File: config.mk
export PLATFORM = sky130hd
export DESIGN_NAME = hcsr04_ctrl
export DESIGN_NICKNAME = d
export VERILOG_FILES = /design/src/rtl/hcsr04_pkg.sv /design/src/rtl/hcsr04_prescaler.sv /design/src/rtl/hcsr04_ctrl.sv
export SDC_FILE = /design/constraint.sdc
export NUM_CORES = 1
export LEC_CHECK = 0
export ABC_CLOCK_PERIOD_IN_PS = 6000
export CAP_MARGIN = 20
export CORE_UTILIZATION = 40
export CTS_CLUSTER_DIAMETER = 100
export CTS_CLUSTER_SIZE = 8
export DETAILED_ROUTE_END_ITERATION = 10
export PLACE_DENSITY = 0.63
export RECOVER_POWER = 25
export SLEW_MARGIN = 25
export SYNTH_ARGS = -nofsm -noshare
export SYNTH_HDL_FRONTEND = slang
export SYNTH_SLANG_ARGS = --single-unit
File: constraint.sdc
create_clock -name clk50M -period 6 [get_ports clk50M]
set_input_delay 0.6 -clock clk50M [delete_from_list [all_inputs] [get_ports clk50M]]
set_output_delay 0.6 -clock clk50M [all_outputs]
set_load 0.02 [all_outputs]
File: src/rtl/hcsr04_pkg.sv
// Shared constants and FSM encoding for the HC-SR04 ranger driver.
package hcsr04_pkg;

  typedef enum logic [1:0] {
    ST_IDLE  = 2'd0,
    ST_ARMED = 2'd1,
    ST_MEAS  = 2'd2,
    ST_DONE  = 2'd3
  } state_t;

  localparam int CLK_HZ_DEF     = 50_000_000;
  localparam int TRIG_US_DEF    = 10;
  localparam int TIMEOUT_US_DEF = 38000;
  localparam int US_PER_CM_DEF  = 58;

  localparam int CYC_US_DEF      = CLK_HZ_DEF / 1_000_000;
  localparam int TRIG_CYC_DEF    = TRIG_US_DEF * CYC_US_DEF;
  localparam int TIMEOUT_CYC_DEF = TIMEOUT_US_DEF * CYC_US_DEF;

  localparam logic [15:0] LEN_MAX = 16'hFFFF;

endpackage

File: src/rtl/hcsr04_prescaler.sv
// Clear-able tick generator: o_tick fires on every N-th cycle after i_clr drops.
module hcsr04_prescaler #(
  parameter int N = 50
) (
  input  logic i_clk,
  input  logic i_rst,
  input  logic i_clr,
  output logic o_tick
);

  localparam int W = (N > 1) ? $clog2(N) : 1;

  logic [W-1:0] r_cnt;

  always_ff @(posedge i_clk or posedge i_rst) begin
    if (i_rst) begin
      r_cnt <= '0;
    end else if (i_clr || r_cnt == '0) begin
      r_cnt <= W'(N - 1);
    end else begin
      r_cnt <= r_cnt - 1'b1;
    end
  end

  assign o_tick = ~i_clr && (r_cnt == '0);

endmodule

File: src/rtl/hcsr04_ctrl.sv
// HC-SR04 driver: trigger pulse, echo width measurement, 16-bit result.
// Define HCSR04_CM_EN to report len in whole cm instead of whole us.
module hcsr04_ctrl
  import hcsr04_pkg::*;
#(
  parameter int CLK_HZ     = CLK_HZ_DEF,
  parameter int TRIG_US    = TRIG_US_DEF,
  parameter int TIMEOUT_US = TIMEOUT_US_DEF,
  parameter int US_PER_CM  = US_PER_CM_DEF
) (
  input  logic        clk50M,
  input  logic        rst,
  input  logic        en,
  input  logic        sig_len,
  output logic        sig_trig,
  output logic [15:0] len,
  output logic        done
);

`ifdef HCSR04_CM_EN
  localparam bit CM_EN = 1'b1;
`else
  localparam bit CM_EN = 1'b0;
`endif

  localparam int CYC_US      = CLK_HZ / 1_000_000;
  localparam int TRIG_CYC    = TRIG_US * CYC_US;
  localparam int TIMEOUT_CYC = TIMEOUT_US * CYC_US;
  localparam int UNIT        = CM_EN ? CYC_US * US_PER_CM : CYC_US;
  localparam int TW          = $clog2(TIMEOUT_CYC + 1);

  state_t        r_state;
  logic [1:0]    r_sync;
  logic          r_echo_d;
  logic [TW-1:0] r_tmr;
  logic [15:0]   r_cnt;
  logic          w_rise;
  logic          w_fall;
  logic          w_accept;
  logic          w_tick;
  logic [15:0]   w_cnt_nxt;

  always_ff @(posedge clk50M or posedge rst) begin
    if (rst) begin
      r_sync   <= 2'b00;
      r_echo_d <= 1'b0;
    end else begin
      r_sync   <= {r_sync[0], sig_len};
      r_echo_d <= r_sync[1];
    end
  end

  assign w_rise   = r_sync[1] & ~r_echo_d;
  assign w_fall   = ~r_sync[1] & r_echo_d;
  assign w_accept = (r_state == ST_IDLE) && en;

  // One down-counter serves both the trigger width and the echo timeout;
  // the trigger is high while the counter is within its first TRIG_CYC counts.
  always_ff @(posedge clk50M or posedge rst) begin
    if (rst) begin
      r_tmr    <= '0;
      sig_trig <= 1'b0;
    end else if (w_accept) begin
      r_tmr    <= TW'(TIMEOUT_CYC - 1);
      sig_trig <= 1'b1;
    end else begin
      if (r_tmr != '0) r_tmr <= r_tmr - 1'b1;
      sig_trig <= (r_tmr > TW'(TIMEOUT_CYC - TRIG_CYC));
    end
  end

  hcsr04_prescaler #(.N(UNIT)) u_presc (
    .i_clk  (clk50M),
    .i_rst  (rst),
    .i_clr  (r_state != ST_MEAS),
    .o_tick (w_tick)
  );

  // A tick landing on the fall cycle still counts, giving floor(width/unit).
  assign w_cnt_nxt = (w_tick && r_cnt != LEN_MAX) ? r_cnt + 16'd1 : r_cnt;

  always_ff @(posedge clk50M or posedge rst) begin
    if (rst) begin
      r_state <= ST_IDLE;
      r_cnt   <= '0;
      len     <= '0;
      done    <= 1'b0;
    end else begin
      done <= 1'b0;
      case (r_state)
        ST_IDLE: begin
          if (en) r_state <= ST_ARMED;
        end
        ST_ARMED: begin
          if (w_rise) begin
            r_cnt   <= '0;
            r_state <= ST_MEAS;
          end else if (r_tmr == '0) begin
            len     <= LEN_MAX;
            done    <= 1'b1;
            r_state <= ST_DONE;
          end
        end
        ST_MEAS: begin
          r_cnt <= w_cnt_nxt;
          if (w_fall || w_cnt_nxt == LEN_MAX) begin
            len     <= w_cnt_nxt;
            done    <= 1'b1;
            r_state <= ST_DONE;
          end
        end
        ST_DONE: begin
          r_state <= ST_IDLE;
        end
        default: r_state <= ST_IDLE;
      endcase
    end
  end

endmodule

==> metrics.cfg <==
[die]
pin_count = 22
die_area_sq_um = 10050
fp-row-count = 35
start_util_pct = 41.60
die-height_um = 100.3
die_x_um = 100.3
fp.coreArea_sq_um = 9284

[logic_synthesis]
synth.most_common_cell = dfrtp_1
async_flop_share_pct = 100.0
ys_seq_area_share_pct = 42.76
synth_cell_types = 68
synth.top_cell.area_share_pct = 42.76
synth_cells = 390
synth_top_flop_cell = dfrtp_1
yosys.area.top_type = dfrtp_1
synth_area_leaders = dfrtp_1 43%, nand2_1 5.2%, xnor2_1 4.5%
syn-cell-area_sq_um = 3862
synth_edf_count = 0
synth_seq_cells = 66
avgSynthCellArea_sq_um = 9.904
yosysWarningCount = 0
netlist_top_cells_count = 66 x dfrtp_1, 53 x nand2_1, 29 x nor2_1, 29 x o21ai_0, 20 x xnor2_1
synth_fp_nets = 402

[placed_design]
dpl_cell_area_sq_um = 4131
pre_cts_ws_ps = 2242
port_buffers = 21
place_congestion = 0.9156
hpwl_mm = 5.554

[sta]
layout_setup_ws_ps = 1901
worstMarginPinSlew_ps = 3587
relSlewSlack_pct = -139.1
drv_slew = 67
timing.final.crit_period_ps = 4099
rsz0062_at_grt = false
setup_tns_ps = 0
setup_viol_count_final = 0
finalCritPeriodShare_pct = 68.32
hold_viol = 0
fin_skew_ps = 12.27
max_freq_mhz = 243.9

[detailed_routing]
postRouteAntennaNets = 0
drt_iter0_markers = 146
wl_mm = 8.077
firstDrtPassIters = 5
wl_per_cell_um = 14.90
viasPerCell = 5.539
via_count = 3002
drcViolationCount = 0

[grt]
gr-usage-all-layers_pct = 17.41
grt_pass1_vias = 2770
grt_start_max_net_pins = 67
antenna_found_initial = 0
grt_remaining_overflow = 0
grt_pass1_wl_mm = 13.64

[power]
p_sw_uw = 609.9
combinationalPowerShare_pct = 41.0
switching_share_pct = 38.26
p_int_uw = 984.3
seqPwrFrac_pct = 38.2
ir_drop_mv = 0.1536
power_density_nw_per_um2 = 371.9
leakage_nw = 1.519
pwr-share-clk_pct = 20.9

[clocking]
post_cts_resized = 0
cts_setup_buffers = 0
cts_tree = built
cts.sink_count = 66
postCtsHoldBufs = 0
path_clk_slew_ps = 70
cts_htree_levels = 3
cts_buffers = 9
worstSkewPairLatency_ps = 360
cts_max_path_buffers = 2
root_buffer = clkbuf_8

[cells_and_area]
diodes = 0
area_growth_pct = 10.98
stdcell_area_sq_um = 4287
fillers = 909
finish.net_count = 420
layout-drive-gt1-share_pct = 12.11

[setup_path]
worstSetupPathType = primary input to asynchronous set/reset pin
end_kind = asynchronous set/reset pin
start_kind = primary input
crit_arrival_ps = 3740
crit_required_ps = 5640
cp_max_fo = 66

[run]
maxCapViolations = 1

[status]
status = finished, violations left
violations = capacitance limit, slew limit

[worst_hold_path]
hp-class = flip-flop to flip-flop

-- power by group through the flow --
stage	combinational [mW]	clock, mW	sequential [mW]
final	0.653	0.333	0.608
after floorplan	0.425	0	0.669
after global routing	0.720	0.357	0.620
after detailed placement	0.662	0	0.619
after CTS	0.661	0.343	0.612
after global placement	0.646	0	0.618
-- area by class of cell --
type	instances	area (sq um)	share of cell area (%)
Sequential cell	66	1652	38.53
Multi-Input combinational cell	293	2026	47.26
Clock buffer	9	123.9	2.890
Tap cell	129	161.4	3.765
Timing Repair Buffer	23	221.5	5.166
Clock inverter	7	46.29	1.080
Inverter	15	56.30	1.313
-- placed cells by master (no fill, tap or decap), drive strengths merged, types with 5 or more instances in the layout --
cell type,Yosys,layout
o31ai,8,8
a21oi,10,10
xor2,6,6
or3,5,5
nand2,54,54
nand3,20,20
xnor2,20,20
inv,15,14
clkinv,0,5
clkdlybuf4s50,0,19
nor2,29,29
ha,8,8
dfrtp,66,66
nand4,9,9
nor4,10,10
o21ai,29,29
and2,6,6
nor3,17,17
mux2i,5,5
a2bb2oi,16,16
clkbuf,9,10
-- through the flow --
stage | std cells | total power, mW | hold WS (ps) | utilization [%]
5_1_grt | 542 | 1.698 | 358.1 | 46.17
3_5_place_dp | 526 | 1.281 | 334.7 | 44.50
3_3_place_gp | 526 | 1.264 | 331.6 | 44.46
2_1_floorplan | 390 | 1.094 | 331.2 | -
4_1_cts | 542 | 1.616 | 351.1 | 46.33
6_report | 542 | 1.594 | 349.2 | 46.17
-- state kept, by name, indices dropped and copies added (netlist names) --
name and flops:
r_cnt 16, done 1, r_tmr 21, len 16
sig_trig 1, u_presc.r_cnt 6, r_echo_d 1, r_sync 2
r_state 2
-- worst paths after layout --
check	start	to	slack, ps	depth (start not counted)
setup / recovery	rst	r_cnt[1]$_DFFE_PP0P_	1900	3
hold / removal	r_sync[0]$_DFF_PP0_	r_sync[1]$_DFF_PP0_	350	0
setup reg to reg	u_presc.r_cnt[2]$_DFF_PP0_	len[9]$_DFFE_PP0P_	2120	8
hold reg to reg	r_sync[0]$_DFF_PP0_	r_sync[1]$_DFF_PP0_	350	0
max in group clk50M	u_presc.r_cnt[2]$_DFF_PP0_	len[9]$_DFFE_PP0P_	2120	8
min in group asynchronous	rst	len[3]$_DFFE_PP0P_	2080	3
-- logic make-up (layout without fill, tap and decap cells) --
logic type,count (synthesis),count (layout),synth area share (%)
fa+ha+maj,8,8,2.592
xor+xnor,26,26,5.896
flops,66,66,42.76
compound gates,88,88,19.08
mux,6,6,1.587
simple gates,165,165,23.49
buf+inv,31,54,4.600
-- worst max-delay path, stage by stage --
cell and delay (ps):
dlygate4sd3_1 540, clkinv_1 50, clkbuf_1 2510
-- per-layer routing --
metal,GRT usage (%),share of wire (%)
met2,27.08,46
met3,3.969,4.6
met1,23.88,48
met5,0,0
met4,6.020,1.3
No activity file was read; power rests on OpenSTA's default activity.
